`src/rtl/instruction_fetch_unit_pkg.sv`:
```
// Shared fetch/decode constants: default word and address widths, reset PC,
// and instruction field positions reused by the decode stage.
package instruction_fetch_unit_pkg;

    localparam int LIMB_WORD_W = 32;
    localparam int LIMB_ADDR_W = 32;
    localparam logic [LIMB_ADDR_W-1:0] LIMB_RESET_PC = '0;

    // Condition and opcode fields of an instruction word.
    localparam int LIMB_COND_MSB   = 31;
    localparam int LIMB_COND_LSB   = 28;
    localparam int LIMB_OPCODE_MSB = 27;
    localparam int LIMB_OPCODE_LSB = 24;

endpackage

```
`src/rtl/instruction_fetch_unit_fetch_fifo.sv`:
```
// Synchronous FIFO of {pc, inst} entries with flush and occupancy count.
// The head entry is read straight from storage and reads as zero when empty.
module fetch_fifo #(
    parameter int WIDTH = 64,
    parameter int DEPTH = 4
) (
    input  logic                     clk,
    input  logic                     rst,
    input  logic                     push,
    input  logic [WIDTH-1:0]         push_data,
    input  logic                     pop,
    input  logic                     flush,
    output logic [WIDTH-1:0]         head_data,
    output logic [$clog2(DEPTH):0]   count
);

    localparam int PW = $clog2(DEPTH);

    logic [WIDTH-1:0] mem [DEPTH];
    logic [PW-1:0]    rd_ptr;
    logic [PW-1:0]    wr_ptr;
    logic             do_pop;

    assign do_pop = pop && (count != '0);

    // Flush wins over push and pop; pointers wrap naturally because DEPTH is a power of two.
    always_ff @(posedge clk or posedge rst) begin
        if (rst) begin
            rd_ptr <= '0;
            wr_ptr <= '0;
            count  <= '0;
        end else if (flush) begin
            rd_ptr <= '0;
            wr_ptr <= '0;
            count  <= '0;
        end else begin
            if (push) begin
                wr_ptr <= wr_ptr + PW'(1);
            end
            if (do_pop) begin
                rd_ptr <= rd_ptr + PW'(1);
            end
            case ({push, do_pop})
                2'b10:   count <= count + 1'b1;
                2'b01:   count <= count - 1'b1;
                default: count <= count;
            endcase
        end
    end

    always_ff @(posedge clk) begin
        if (push && !flush) begin
            mem[wr_ptr] <= push_data;
        end
    end

    assign head_data = (count != '0) ? mem[rd_ptr] : '0;

endmodule

```
`src/rtl/instruction_fetch_unit.sv`:
```
// Fetch stage: issues sequential word reads to a synchronous RAM, tags each
// returned word with its PC, buffers it and hands it to decode.
module instruction_fetch_unit
    import instruction_fetch_unit_pkg::*;
#(
    parameter int                    ADDR_WIDTH = LIMB_ADDR_W,
    parameter int                    DATA_WIDTH = LIMB_WORD_W,
    parameter int                    DEPTH      = 4,
    parameter logic [ADDR_WIDTH-1:0] RESET_PC   = LIMB_RESET_PC
) (
    input  logic                  clk,
    input  logic                  rst,
    output logic [ADDR_WIDTH-1:0] mem_a,
    output logic                  mem_rw,
    output logic                  mem_req,
    input  logic [DATA_WIDTH-1:0] mem_dout,
    input  logic                  redirect,
    input  logic [ADDR_WIDTH-1:0] redirect_pc,
    output logic                  inst_valid,
    input  logic                  inst_ready,
    output logic [DATA_WIDTH-1:0] inst,
    output logic [ADDR_WIDTH-1:0] inst_pc
);

    localparam int CW = $clog2(DEPTH) + 1;

    logic [ADDR_WIDTH-1:0]            pc;
    logic                             inflight;
    logic [ADDR_WIDTH-1:0]            inflight_pc;
    logic [CW-1:0]                    fifo_count;
    logic [CW:0]                      occupied;
    logic [ADDR_WIDTH+DATA_WIDTH-1:0] head;

    // A FIFO slot is reserved at issue time, so buffered plus in-flight words never exceed DEPTH.
    assign occupied = {1'b0, fifo_count} + {{CW{1'b0}}, inflight};
    assign mem_req  = !rst && !redirect && (occupied < (CW+1)'(DEPTH));
    assign mem_a    = pc;
    assign mem_rw   = 1'b0;

    always_ff @(posedge clk or posedge rst) begin
        if (rst) begin
            pc          <= RESET_PC;
            inflight    <= 1'b0;
            inflight_pc <= '0;
        end else if (redirect) begin
            pc       <= redirect_pc;
            inflight <= 1'b0;
        end else begin
            inflight <= mem_req;
            if (mem_req) begin
                inflight_pc <= pc;
                pc          <= pc + 1'b1;
            end
        end
    end

    // Output handshake: the head entry transfers on any edge where inst_valid and
    // inst_ready are both high; while inst_valid is high and inst_ready low,
    // inst/inst_pc hold. A redirect flushes the buffer but a transfer in that
    // same cycle still counts as consumed.
    fetch_fifo #(
        .WIDTH (ADDR_WIDTH + DATA_WIDTH),
        .DEPTH (DEPTH)
    ) u_fifo (
        .clk       (clk),
        .rst       (rst),
        .push      (inflight && !redirect),
        .push_data ({inflight_pc, mem_dout}),
        .pop       (inst_valid && inst_ready),
        .flush     (redirect),
        .head_data (head),
        .count     (fifo_count)
    );

    assign inst_valid      = (fifo_count != '0);
    assign {inst_pc, inst} = head;

endmodule

```
`config.mk`:
```
export PLATFORM = sky130hd
export DESIGN_NAME = instruction_fetch_unit
export DESIGN_NICKNAME = d
export VERILOG_FILES = /design/src/rtl/instruction_fetch_unit_pkg.sv /design/src/rtl/instruction_fetch_unit_fetch_fifo.sv /design/src/rtl/instruction_fetch_unit.sv
export SDC_FILE = /design/constraint.sdc
export NUM_CORES = 1
export LEC_CHECK = 0
export BUFFER_PORTS_ARGS = -buffer_cell sky130_fd_sc_hd__clkbuf_2
export CAP_MARGIN = 20
export CORE_AREA = 2 2 143 159
export DETAILED_ROUTE_END_ITERATION = 8
export DIE_AREA = 0 0 145 161
export PLACE_DENSITY_LB_ADDON = 0.08
export REMOVE_ABC_BUFFERS = 1
export SYNTH_ARGS = -nofsm -noshare
export SYNTH_HDL_FRONTEND = slang
export SYNTH_SLANG_ARGS = --single-unit
```
`constraint.sdc`:
```
create_clock -name clk -period 4.5 [get_ports clk]
set_input_delay 0.45 -clock clk [delete_from_list [all_inputs] [get_ports clk]]
set_output_delay 0.45 -clock clk [all_outputs]
set_load 0.1 [all_outputs]
```
== Word level (Yosys, flattened, before mapping) ==
Memories as Yosys holds them, arrays and structs flattened.
Index checks and enable logic that the tools add are counted.
Cells by class
  add/sub/neg operators: 6
  magnitude comparators: 1
  eq/ne operators: 2
  muxes and demuxes: 12
  bitwise gates (word level): 1
  reductions and logical operators: 14
Operator list (count)
  2-to-1 mux 32 bit: 2
  2-to-1 mux 64 bit: 1
  adder 32 x 1 -> 32 bit (second input constant): 1
  2-to-1 mux 2 bit: 4
  logical AND 1 bit: 6
  case mux 3 bit (2 select lines): 1
  nonzero test 2 bit: 3
  nonzero test 3 bit: 2
  adder 2 x 1 -> 2 bit (second input constant): 2
  adder 3 x 1 -> 4 bit: 1
  < comparator 4 x 3 -> 1 bit (second input constant): 1
  adder 3 x 1 -> 3 bit (second input constant): 1
  2-to-1 mux 1 bit: 3
  2-to-1 mux 3 bit: 1
  subtractor 3 x 1 -> 3 bit (second input constant): 1
  equality test 2 x 1 -> 1 bit (second input constant): 1
  equality test 2 bit (second input constant): 1
  logical NOT 1 bit: 2
  AND reduction 2 bit: 1
  NOT 1 bit: 1
Storage, ports and cells
  register bits: 72
  memory bits (writable): 256
  output and inout port bits: 99
  word-level logic and storage cells: 43
  memories kept: 1
Memory list
  u_fifo.mem: words 4, width 64, read ports 1, clocked after memory_dff 0, wr ports 1, RTL line instruction_fetch_unit_fetch_fifo.sv:19  | logic [WIDTH-1:0] mem [DEPTH];

== Longest topological paths before layout ==
Gate-level depths: netlist (run 1).
  depth in word-level cells: 6
  mapped depth: 9
  mapped depth without buffers: 8

== Hierarchy ==
A second synthesis (run 1) with hierarchy kept.
Second synthesis, totals
  cells, all modules: 818
  area total of the unflattened synthesis: 13390.3 um2
Modules (own cells, without submodules)
  fetch_fifo: instances 1, cells each 455, area each 10147.2 um2, seq. area each 7862.5 um2
  instruction_fetch_unit: instances 1, cells each 363, area each 3243.1 um2, seq. area each 1626.6 um2

== Worst setup path after synthesis (run 1) ==
No wires, ideal clock.
  path type: register to output
  from: register u_fifo.count[0]
  to: output port inst_pc[22]
  arrival: 2.428 ns
  required time: 4.050 ns
  slack: 1.622 ns
  cell stages (with the launch flop): 4
  path buffers: 1
  path through: dfrtp_1 -> or3_1 -> clkbuf_1 -> and2_1
Between the ends
  longest elaborated chain between the ends: 2
Ends and longest elaborated chain
  start: declaration: RTL line instruction_fetch_unit_fetch_fifo.sv:14  | output logic [$clog2(DEPTH):0] count
  start signal: assignment: RTL line instruction_fetch_unit_fetch_fifo.sv:44  | 2'b10: count <= count + 1'b1;
  start signal: assignment: RTL line instruction_fetch_unit_fetch_fifo.sv:45  | 2'b01: count <= count - 1'b1;
  start signal: assignment: RTL line instruction_fetch_unit_fetch_fifo.sv:46  | default: count <= count;
  nonzero test 3 bit
  net inst_valid: RTL line instruction_fetch_unit.sv:19  | output logic inst_valid,
  2-to-1 mux 64 bit: RTL line instruction_fetch_unit_fetch_fifo.sv:57  | assign head_data = (count != '0) ? mem[rd_ptr] : '0;
  end: declaration: RTL line instruction_fetch_unit.sv:22  | output logic [ADDR_WIDTH-1:0] inst_pc
The timed path passes the listed nets, and every way through them passes these cells.

== Worst setup path after layout (run 1) ==
  from: register u_fifo.rd_ptr[0]
  to: output port inst[25]
Between the ends
  longest elaborated chain between the ends: 2
Ends and longest elaborated chain
  start: declaration: RTL line instruction_fetch_unit_fetch_fifo.sv:20  | logic [PW-1:0] rd_ptr;
  start signal: assignment: RTL line instruction_fetch_unit_fetch_fifo.sv:41  | rd_ptr <= rd_ptr + PW'(1);
  memory (4 x 64 bit)
  2-to-1 mux 64 bit: RTL line instruction_fetch_unit_fetch_fifo.sv:57
  end: declaration: RTL line instruction_fetch_unit.sv:21  | output logic [DATA_WIDTH-1:0] inst,
Every way passes these cells.

==> results.sh, run 1 <==
export IMPL_netlist_top_cells_area="edfxtp_1 (58%), dfrtp_1 (14%), mux4_2 (11%)"
export IMPL_antenna_found_initial=0
export IMPL_finalCriticalPeriod_ns=3.374
export IMPL_port_buffer_count=165
export IMPL_place_ws_ns=1.563
export IMPL_stdcell_area_sq_mm=0.01529
export IMPL_max_cap_violations=0
export IMPL_grt_max_degree=66
export IMPL_crit_fanout=38
export IMPL_utilization_pct=70.27
export IMPL_clk_pin_slew_ns=0.06
export IMPL_ys_seq_elements=328
export IMPL_yosys_area_top_type="edfxtp_1"
export IMPL_cts_root_buf="clkbuf_16"
export IMPL_final_nets=1058
export IMPL_num_vias=7773
export IMPL_clock_path_buffers=3
export IMPL_wl_per_cell_um=21.22
export IMPL_clock_skew_ns=0.01529
export IMPL_setup_viol=0
export IMPL_cp_end_kind="output port"
export IMPL_cp_start_kind="register"
export IMPL_routed_wl_mm=27.67
export IMPL_place_area_sq_mm=0.01433
export IMPL_synth_cells=820
export IMPL_routed_via_density=5.961
export IMPL_synth_edff_count=256
export IMPL_hold_viol=0
export IMPL_finalSetupTns_ns=0
export IMPL_rsz0062_at_grt="no"
export IMPL_io_pins=167
export IMPL_rows=57
export IMPL_die_y_um=161
export IMPL_netlist_top_cells_count="edfxtp_1 (256), nand2_1 (135), dfrtp_1 (72)"
export IMPL_postCtsSetupRepairBufs=0
export IMPL_hp_class="input pin to register"
export IMPL_cts_buffers=31
export IMPL_yosysWarnings=0
export IMPL_ir_drop_mv=0.4347
export IMPL_fmax_mhz=296.4
export IMPL_firstDrtPassIters=6
export IMPL_track_usage_pct=23.95
export IMPL_cts_tree="done"
export IMPL_drc=0
export IMPL_synth_cell_types=48
export IMPL_fin_cells=1304
export IMPL_antenna_cells=0
export IMPL_critPathArrivalTime_ns=2.92
export IMPL_synthFlopType="edfxtp_1"
export IMPL_max_slew_margin_rel_pct=30.10
export IMPL_worstPathRequired_ns=4.05
export IMPL_core_region_area_sq_mm=0.02175
export IMPL_clkSinkCount=328
export IMPL_min_period_over_period_pct=74.98
export IMPL_tightest_slew_ns=1.048
export IMPL_path_class="register to output port"
export IMPL_synthArstFlopShare_pct=21.95
export IMPL_htree_num_levels=1
export IMPL_powerDensity_mw_per_mm2=685.1
export IMPL_dpl_hpwl_mm=16.11
export IMPL_syn_avg_cell_area_sq_um=16.13
export IMPL_ant_nets=0
export IMPL_place_inst=1243
export IMPL_worstSkewPairLatency_ns=0.56
export IMPL_fp_dieW_um=145
export IMPL_setup_ws_ns=1.126
export IMPL_grt_pass1_wl_mm=43.76
export IMPL_drtIter0Drc=654
export IMPL_die_area_sq_mm=0.02335
export IMPL_maxSlewViolCount=0
export IMPL_yosysTopAreaCellShare_pct=58.12
export IMPL_cts_repair_resized=0
export IMPL_place_gp_congestion=0.8524
export IMPL_status="finished, final reports clean"
export IMPL_initial_core_util_pct=60.81
export IMPL_yosysMostFrequentCell="edfxtp_1"
export IMPL_grt_pass1_vias=8033
export IMPL_p_leak_nw=5.716
export IMPL_drive_gt1_share_pct=29.63
export IMPL_area_growth_pct=15.56
export IMPL_netlist_area_sq_mm=0.01323
export IMPL_overflow=0
export IMPL_yosysSeqAreaShare_pct=71.74
==> cell type report <==
class                           count  area [sq um]
Sequential cell                   328          9497
Fill cell                        1450          6466
Multi-Input combinational cell    438          3525
Timing Repair Buffer              175         928.4
Clock buffer                       38         802.0
Tap cell                          295         369.1
Clock inverter                     20         126.4
Inverter                           10         38.79
==> cell usage in the layout (no fill, tap or decap), drive strengths merged, types with 9 or more instances in the layout <==
cell type / instances
nand4: 14
mux4: 64
nand3: 21
edfxtp: 256
nor2: 21
clkbuf: 204
and2: 71
nand2: 136
o311ai: 9
dfrtp: 72
clkinv: 16
inv: 11
o21ai: 25
==> per-stage QoR <==
stage,hold WS (ns),total power [W]
finish,0.1181,0.01047
global route,0.1030,0.01085
CTS,0.09595,0.01054
detailed placement,0.5033,0.008153
global placement,0.4882,0.008045
floorplan,0.4740,0.007377
==> cells by family (layout without fill, tap and decap cells) <==
group           count (synthesis)  in the layout  share of synthesized area [%]
compound gates                 69             69                          3.566
xor+xnor                        6              6                         0.3973
fa+ha+maj                       6              6                         0.6243
buf+inv                        54            243                          1.722
flops                         328            328                          71.74
mux                            68             68                          11.20
other cells                     1              1                        0.02835
simple gates                  288            288                          10.73
==> worst paths after layout <==
path / end / slack [ns] / startpoint / depth (start not counted)
max: inst[25] / 1.13 / u_fifo.rd_ptr[0] / 4
min reg2reg: u_fifo.mem[3][60] / 0.52 / inflight_pc[28] / 0
max reg2reg: mem_a[15] / 1.72 / u_fifo.count[2] / 6
min: u_fifo.mem[1][8] / 0.12 / mem_dout[8] / 1
min in group asynchronous: u_fifo.count[1] / 0.47 / rst / 3
max in group asynchronous: mem_a[30] / 3.06 / rst / 4
==> report_power, final <==
part / total, W / internal [W] / leakage [nW] / switching [W]
Clock: 0.00240 / 0.00132 / 0.451 / 0.00108
Sequential: 0.00399 / 0.00364 / 3.22 / 0.000348
Combinational: 0.00408 / 0.000848 / 2.04 / 0.00323
Total: 0.0105 / 0.00581 / 5.72 / 0.00466
==> flip-flops by register name, summed over array words and instances, names as in the netlist <==
signal	count
inflight	1
inflight_pc	32
mem_a	32
u_fifo.count	3
u_fifo.mem	256
u_fifo.rd_ptr	2
u_fifo.wr_ptr	2
==> worst max-delay path, stage by stage, from the launching register on <==
cell	delay (ns)
dfrtp_4	0.85
buf_12	0.39
mux4_2	0.55
and2_1	0.19
clkbuf_2	0.37
==> per-layer routing <==
metal  track usage, %  share of wire, %  vias to the layer above
met5                0                 0                        -
met4            7.066               2.2                        0
met3            3.757               6.7                       54
met2            41.19                51                      337
met1            32.36                40                     3935
li1                 -                 -                     3447
==> repair_timing <==
| action | 4_1_cts | 5_1_grt |
|---|---|---|
| setup endpoints to repair | 0 | 0 |
| hold buffers | 1 | 0 |
| hold endpoints to repair | 28 | 0 |
(Power assumes the default switching activity.)
==> run 2: changes to the inputs <==
ABC_AREA = 1   (was default)
CORE_AREA = 2 2 150 167   (was 2 2 143 159)
DIE_AREA = 0 0 152 169   (was 0 0 145 161)
clock period = 3.2 ns   (was 4.5 ns; I/O delays follow)
==> run 2 against run 1 <==
Net effect:
- synthesized area increased by 4.1%
- register-to-register slack got worse by 0.51 ns
- non-clock buffer count increased by 13
- setup slack got worse by 0.83 ns
- final area increased by 8.1%
- critical path type unchanged
- utilization decreased by 1.7 points
- die area increased by 10%
- first-iteration DRC count increased by 1.5%
- count of clock-buffer cells in the layout increased by 4
==> results.sh, run 2 <==
export IMPL_status="finished, final reports clean"
export IMPL_grt_pass1_wl_mm=48.38
export IMPL_hold_buffers=0
export IMPL_netlist_top_cells_count="nor2_1 (346), edfxtp_1 (256), o21ai_0 (156)"
export IMPL_synthXorXnorAreaFrac_pct=0.3180
export IMPL_synthFlopType="edfxtp_1"
export IMPL_cp_slowest_cell="dfrtp_4"
export IMPL_max_cap_violations=0
export IMPL_rows=60
export IMPL_rsz0062_at_grt="no"
export IMPL_cts_buffers=35
export IMPL_die_y_um=169
export IMPL_grt_pass1_vias=9214
export IMPL_hp_class="input pin to register"
export IMPL_die_area_sq_mm=0.02569
export IMPL_worstPathRequired_ns=2.88
export IMPL_yosysSeqAreaShare_pct=68.90
export IMPL_initial_core_util_pct=57.15
export IMPL_netlist_top_cells_area="edfxtp_1 (56%), dfrtp_1 (13%), nor2_1 (9.4%)"
export IMPL_synthSimpleGateAreaFrac_pct=15.95
export IMPL_drtIter0Drc=664
export IMPL_yosysTopAreaCellShare_pct=55.82
export IMPL_cts_repair_resized=0
export IMPL_min_period_over_period_pct=90.88
export IMPL_postCtsSetupRepairBufs=0
export IMPL_ant_nets=0
export IMPL_clock_path_buffers=3
export IMPL_utilization_pct=68.59
export IMPL_finalCriticalPeriod_ns=2.908
export IMPL_cp_start_kind="register"
export IMPL_area_growth_pct=20.02
export IMPL_routed_wl_mm=30.64
export IMPL_io_pins=167
export IMPL_path_class="register to output port"
export IMPL_worstSkewPairLatency_ns=0.50
export IMPL_critPathArrivalTime_ns=2.59
export IMPL_yosys_area_top_type="edfxtp_1"
export IMPL_synth_compound_area_share_pct=10.28
export IMPL_routed_via_density=5.545
export IMPL_syn_avg_cell_area_sq_um=10.82
export IMPL_crit_chain="buf_4 > nor2_1 > nor2_1 > o21ai_0 > a21oi_1 > clkbuf_2"
export IMPL_wl_per_cell_um=17.35
export IMPL_antenna_cells=0
export IMPL_hold_viol=0
export IMPL_layout_commonest_cell="nor2_1"
export IMPL_antenna_found_initial=1
export IMPL_synthAdderAreaFrac_pct=0.5996
export IMPL_r2r_cells=8
export IMPL_setup_viol=0
export IMPL_clock_skew_ns=0.01629
export IMPL_synth_cell_types=31
export IMPL_yosysMostFrequentCell="nor2_1"
export IMPL_tightest_slew_ns=0.9253
export IMPL_finalSetupTns_ns=0
export IMPL_crit_start="u_fifo.rd_ptr[0]"
export IMPL_fp_dieW_um=152
export IMPL_synth_top_family_by_area="simple AND/OR/NAND/NOR gates"
export IMPL_track_usage_pct=23.68
export IMPL_ys_seq_elements=328
export IMPL_cp_endpoint="inst[29]"
export IMPL_cp_end_kind="output port"
export IMPL_r2r_setup_slack_ns=1.21
export IMPL_port_buffer_count=165
export IMPL_synth_edff_count=256
export IMPL_synth_mux_area_share_pct=0
export IMPL_synthArstFlopShare_pct=21.95
export IMPL_clk_pin_slew_ns=0.06
export IMPL_firstDrtPassIters=5
export IMPL_core_region_area_sq_mm=0.02410
export IMPL_largest_reg_flops=256
export IMPL_cp_slowest_stage_delay_ns=0.75
export IMPL_yosysWarnings=0
export IMPL_regMostFlops="u_fifo.mem"
export IMPL_timing_rr_start="inflight"
export IMPL_htree_num_levels=2
export IMPL_netlist_area_sq_mm=0.01377
export IMPL_dpl_hpwl_mm=18.64
export IMPL_path_common_cell="nor2_1"
export IMPL_fmax_mhz=343.9
export IMPL_r2r_end="u_fifo.count[2]"
export IMPL_clkSinkCount=328
export IMPL_grt_max_degree=100
export IMPL_cts_root_buf="clkbuf_16"
export IMPL_final_nets=1506
export IMPL_synth_cells=1273
export IMPL_place_gp_congestion=0.8430
export IMPL_num_vias=9792
export IMPL_layout_common_cells="nor2_1 (342), edfxtp_1 (256), o21ai_0 (156)"
export IMPL_maxSlewViolCount=0
export IMPL_drc=0
export IMPL_max_slew_margin_rel_pct=38.31
export IMPL_overflow=0
export IMPL_drive_gt1_share_pct=17.99
export IMPL_crit_fanout=43
export IMPL_cts_tree="done"
[run 2: kinds of logic (layout without fill, tap and decap cells)]
| family | count (synthesis) | count (layout) |
|---|---|---|
| xor+xnor | 5 | 5 |
| buf+inv | 125 | 308 |
| compound gates | 265 | 265 |
| flops | 328 | 328 |
| other cells | 1 | 1 |
| fa+ha+maj | 6 | 6 |
| simple gates | 543 | 543 |
[run 2: metal layers]
layer,track usage [%],share of wire [%],vias to the layer above
met2,38.74,49,342
li1,-,-,4702
met4,7.517,2.0,2
met5,0,0.042,-
met1,33.14,43,4697
met3,3.661,6.1,49
[run 2: cell type report]
class	instances	area [sq um]
Sequential cell	328	9494
Fill cell	1794	7569
Multi-Input combinational cell	820	3774
Timing Repair Buffer	188	1594
Clock buffer	42	933.4
Tap cell	310	387.9
Inverter	59	222.7
Clock inverter	19	123.9
[run 2: how the worst min path moves through the flow]
stage,to,startpoint,slack [ns],depth (start not counted)
after floorplan,u_fifo.mem[0][0],mem_dout[0],0.42,0
after global placement,u_fifo.mem[2][33],inflight_pc[1],0.49,0
after detailed placement,u_fifo.mem[1][33],inflight_pc[1],0.50,0
after CTS,u_fifo.mem[1][13],mem_dout[13],0.02,1
after global routing,u_fifo.mem[1][13],mem_dout[13],0.03,1
final,u_fifo.mem[3][10],mem_dout[10],0.03,1
[run 2: per-stage QoR]
step	instance area (sq um)	hold slack [ns]	cells	worst slack [ns]
after floorplan	13450	0.4189	1207	-1.609
after global placement	15470	0.4935	1705	0.8551
after detailed placement	15470	0.4986	1705	0.8521
after CTS	16530	0.02005	1766	0.2564
after global routing	16530	0.02697	1766	0.1103
final	16530	0.03121	1766	0.2918
[run 2: worst max-delay path, delay by kind of cell (launching register included)]
family	cells	cell delay (ns)
AND/OR/NAND/NOR	2	0.20
AO/OA/AOI/OAI	2	0.29
buffers and inverters	2	0.85
flip-flops	1	0.75
Power of run 2 is not shown: default switching activity piles up to over one toggle a cycle in this logic, so the estimate is an artifact.
==> run 3: changes to the inputs <==
CTS_CLUSTER_DIAMETER = 100   (was default)
RECOVER_POWER = 50   (was default)
REMOVE_ABC_BUFFERS = default   (was 1)
==> run 3 against run 2 <==
Net effect:
- the run now ends with max-capacitance violations, max-slew violations left
- maximum frequency hardly changed
- global-route usage is 0.14 points lower
- sequential cell count stayed put
- cell count is 0.57% higher
- die area stayed put
- count of clock-buffer cells in the layout is 2 higher
- critical path depth is 1 higher
- register-to-register slack worse by 0.70 ns
- utilization is 0.41 points higher
- first-iteration DRC count is 9.2% lower
- wire length hardly changed
- sequential share of layout area is 0.34 points lower
- critical path type unchanged
- largest cell class unchanged
- highest routed layer is now met4
==> results.sh, run 3 (synthesized netlist as in run 2, its figures left out) <==
export IMPL_area_growth_pct=20.74
export IMPL_max_cap_violations=3
export IMPL_clock_skew_ns=0.01805
export IMPL_port_buffer_count=165
export IMPL_hold_viol=0
export IMPL_grt_pass1_vias=9272
export IMPL_largest_reg_flops=256
export IMPL_clock_path_buffers=3
export IMPL_path_class="register to output port"
export IMPL_min_period_over_period_pct=90.89
export IMPL_status="finished with violations"
export IMPL_place_gp_congestion=0.8954
export IMPL_core_region_area_sq_mm=0.02410
export IMPL_crit_fanout=22
export IMPL_maxSlewViolCount=165
export IMPL_drtIter0Drc=603
export IMPL_whs_path_depth=3
export IMPL_cp_end_kind="output port"
export IMPL_rows=60
export IMPL_worstSkewPairLatency_ns=0.54
export IMPL_postCtsSetupRepairBufs=0
export IMPL_antenna_found_initial=0
export IMPL_routed_via_density=5.429
export IMPL_cts_root_buf="clkbuf_16"
export IMPL_clk_pin_slew_ns=0.07
export IMPL_layout_commonest_cell="nor2_1"
export IMPL_firstDrtPassIters=5
export IMPL_regMostFlops="u_fifo.mem"
export IMPL_grt_max_degree=130
export IMPL_drive_gt1_share_pct=14.94
export IMPL_fp_dieW_um=152
export IMPL_dpl_hpwl_mm=18.61
export IMPL_max_slew_margin_rel_pct=-30.05
export IMPL_htree_num_levels=1
export IMPL_cp_start_kind="register"
export IMPL_critPathArrivalTime_ns=2.59
export IMPL_tightest_slew_ns=1.951
export IMPL_syn_nets=1347
export IMPL_hp_class="input pin to register"
export IMPL_finalCriticalPeriod_ns=2.909
export IMPL_num_vias=9642
export IMPL_setup_ws_ns=0.2914
export IMPL_setup_viol=0
export IMPL_grt_pass1_wl_mm=48.40
export IMPL_die_y_um=169
export IMPL_worstPathRequired_ns=2.88
export IMPL_routed_wl_mm=30.66
export IMPL_layout_common_cells="nor2_1 (344), edfxtp_1 (256), o21ai_0 (159)"
export IMPL_failed_checks="max-capacitance violations, max-slew violations"
export IMPL_stdcell_area_sq_mm=0.01663
export IMPL_io_pins=167
export IMPL_initial_core_util_pct=57.15
export IMPL_rsz0062_at_grt="no"
export IMPL_overflow=0
export IMPL_crit_start="u_fifo.rd_ptr[1]"
export IMPL_cts_buffers=30
export IMPL_place_area_sq_mm=0.01546
export IMPL_drc=0
export IMPL_fmax_mhz=343.8
export IMPL_antenna_cells=0
export IMPL_track_usage_pct=23.54
export IMPL_r2r_cells=3
export IMPL_wl_per_cell_um=17.26
export IMPL_cts_tree="done"
export IMPL_timing_rr_start="inflight"
export IMPL_final_nets=1516
export IMPL_clkSinkCount=328
export IMPL_place_ws_ns=0.8455
export IMPL_hp_start="redirect_pc[12]"
export IMPL_die_area_sq_mm=0.02569
export IMPL_ant_nets=0
## run 3: final cells by class
class,count,area [sq um]
clock buffer,44,907.1
clock inverter,12,186.4
fill,1810,7470
inverter,59,224.0
multi-input combinational,820,3735
sequential,328,9494
tap,310,387.9
timing repair buffer,203,1694
## run 3: through the flow
step                      utilization, %  std cells  TNS, ns  hold slack (ns)
after floorplan                        -       1273   -74.54           0.4189
after global placement             64.16       1702        0           0.4964
after detailed placement           64.16       1702        0           0.5039
after CTS                          69.44       1776        0        0.0001461
after global routing               69.00       1776        0         0.009324
final                              69.00       1776        0          0.01466
## run 3: what timing repair did
item / 4_1_cts / 5_1_grt
setup endpoints to repair: 0 / 0
resized for setup: 0 / 0
hold endpoints to repair: 56 / 0
hold buffers: 18 / 0
## run 3: metal layers
layer	share of wire (%)	vias up	wire length (um)	GRT usage (%)
met1	42	4578	12770	31.88
met5	0	-	0	0
li1	-	4717	-	-
met4	1.8	0	547	5.811
met3	6.1	39	1882	3.175
met2	50	308	15460	40.91
## run 3: final timing paths
check,slack [ns],to
min in group asynchronous,0.47,mem_a[28]
worst max-delay path,0.29,inst_pc[18]
worst min-delay path,0.01,mem_a[12]
max in group asynchronous,1.40,u_fifo.rd_ptr[0]
worst max register to register,0.51,u_fifo.mem[1][51]
worst min register to register,0.52,u_fifo.mem[0][49]
## run 3: worst max-delay path: stages (launching register included)
cell and delay, ns:
dfrtp_2 0.62, inv_2 0.19, buf_4 0.27, buf_4 0.21, nor2_1 0.10, o21ai_0 0.08, a21oi_1 0.23, buf_4 0.34
Power of run 3 is left out for the same reason.
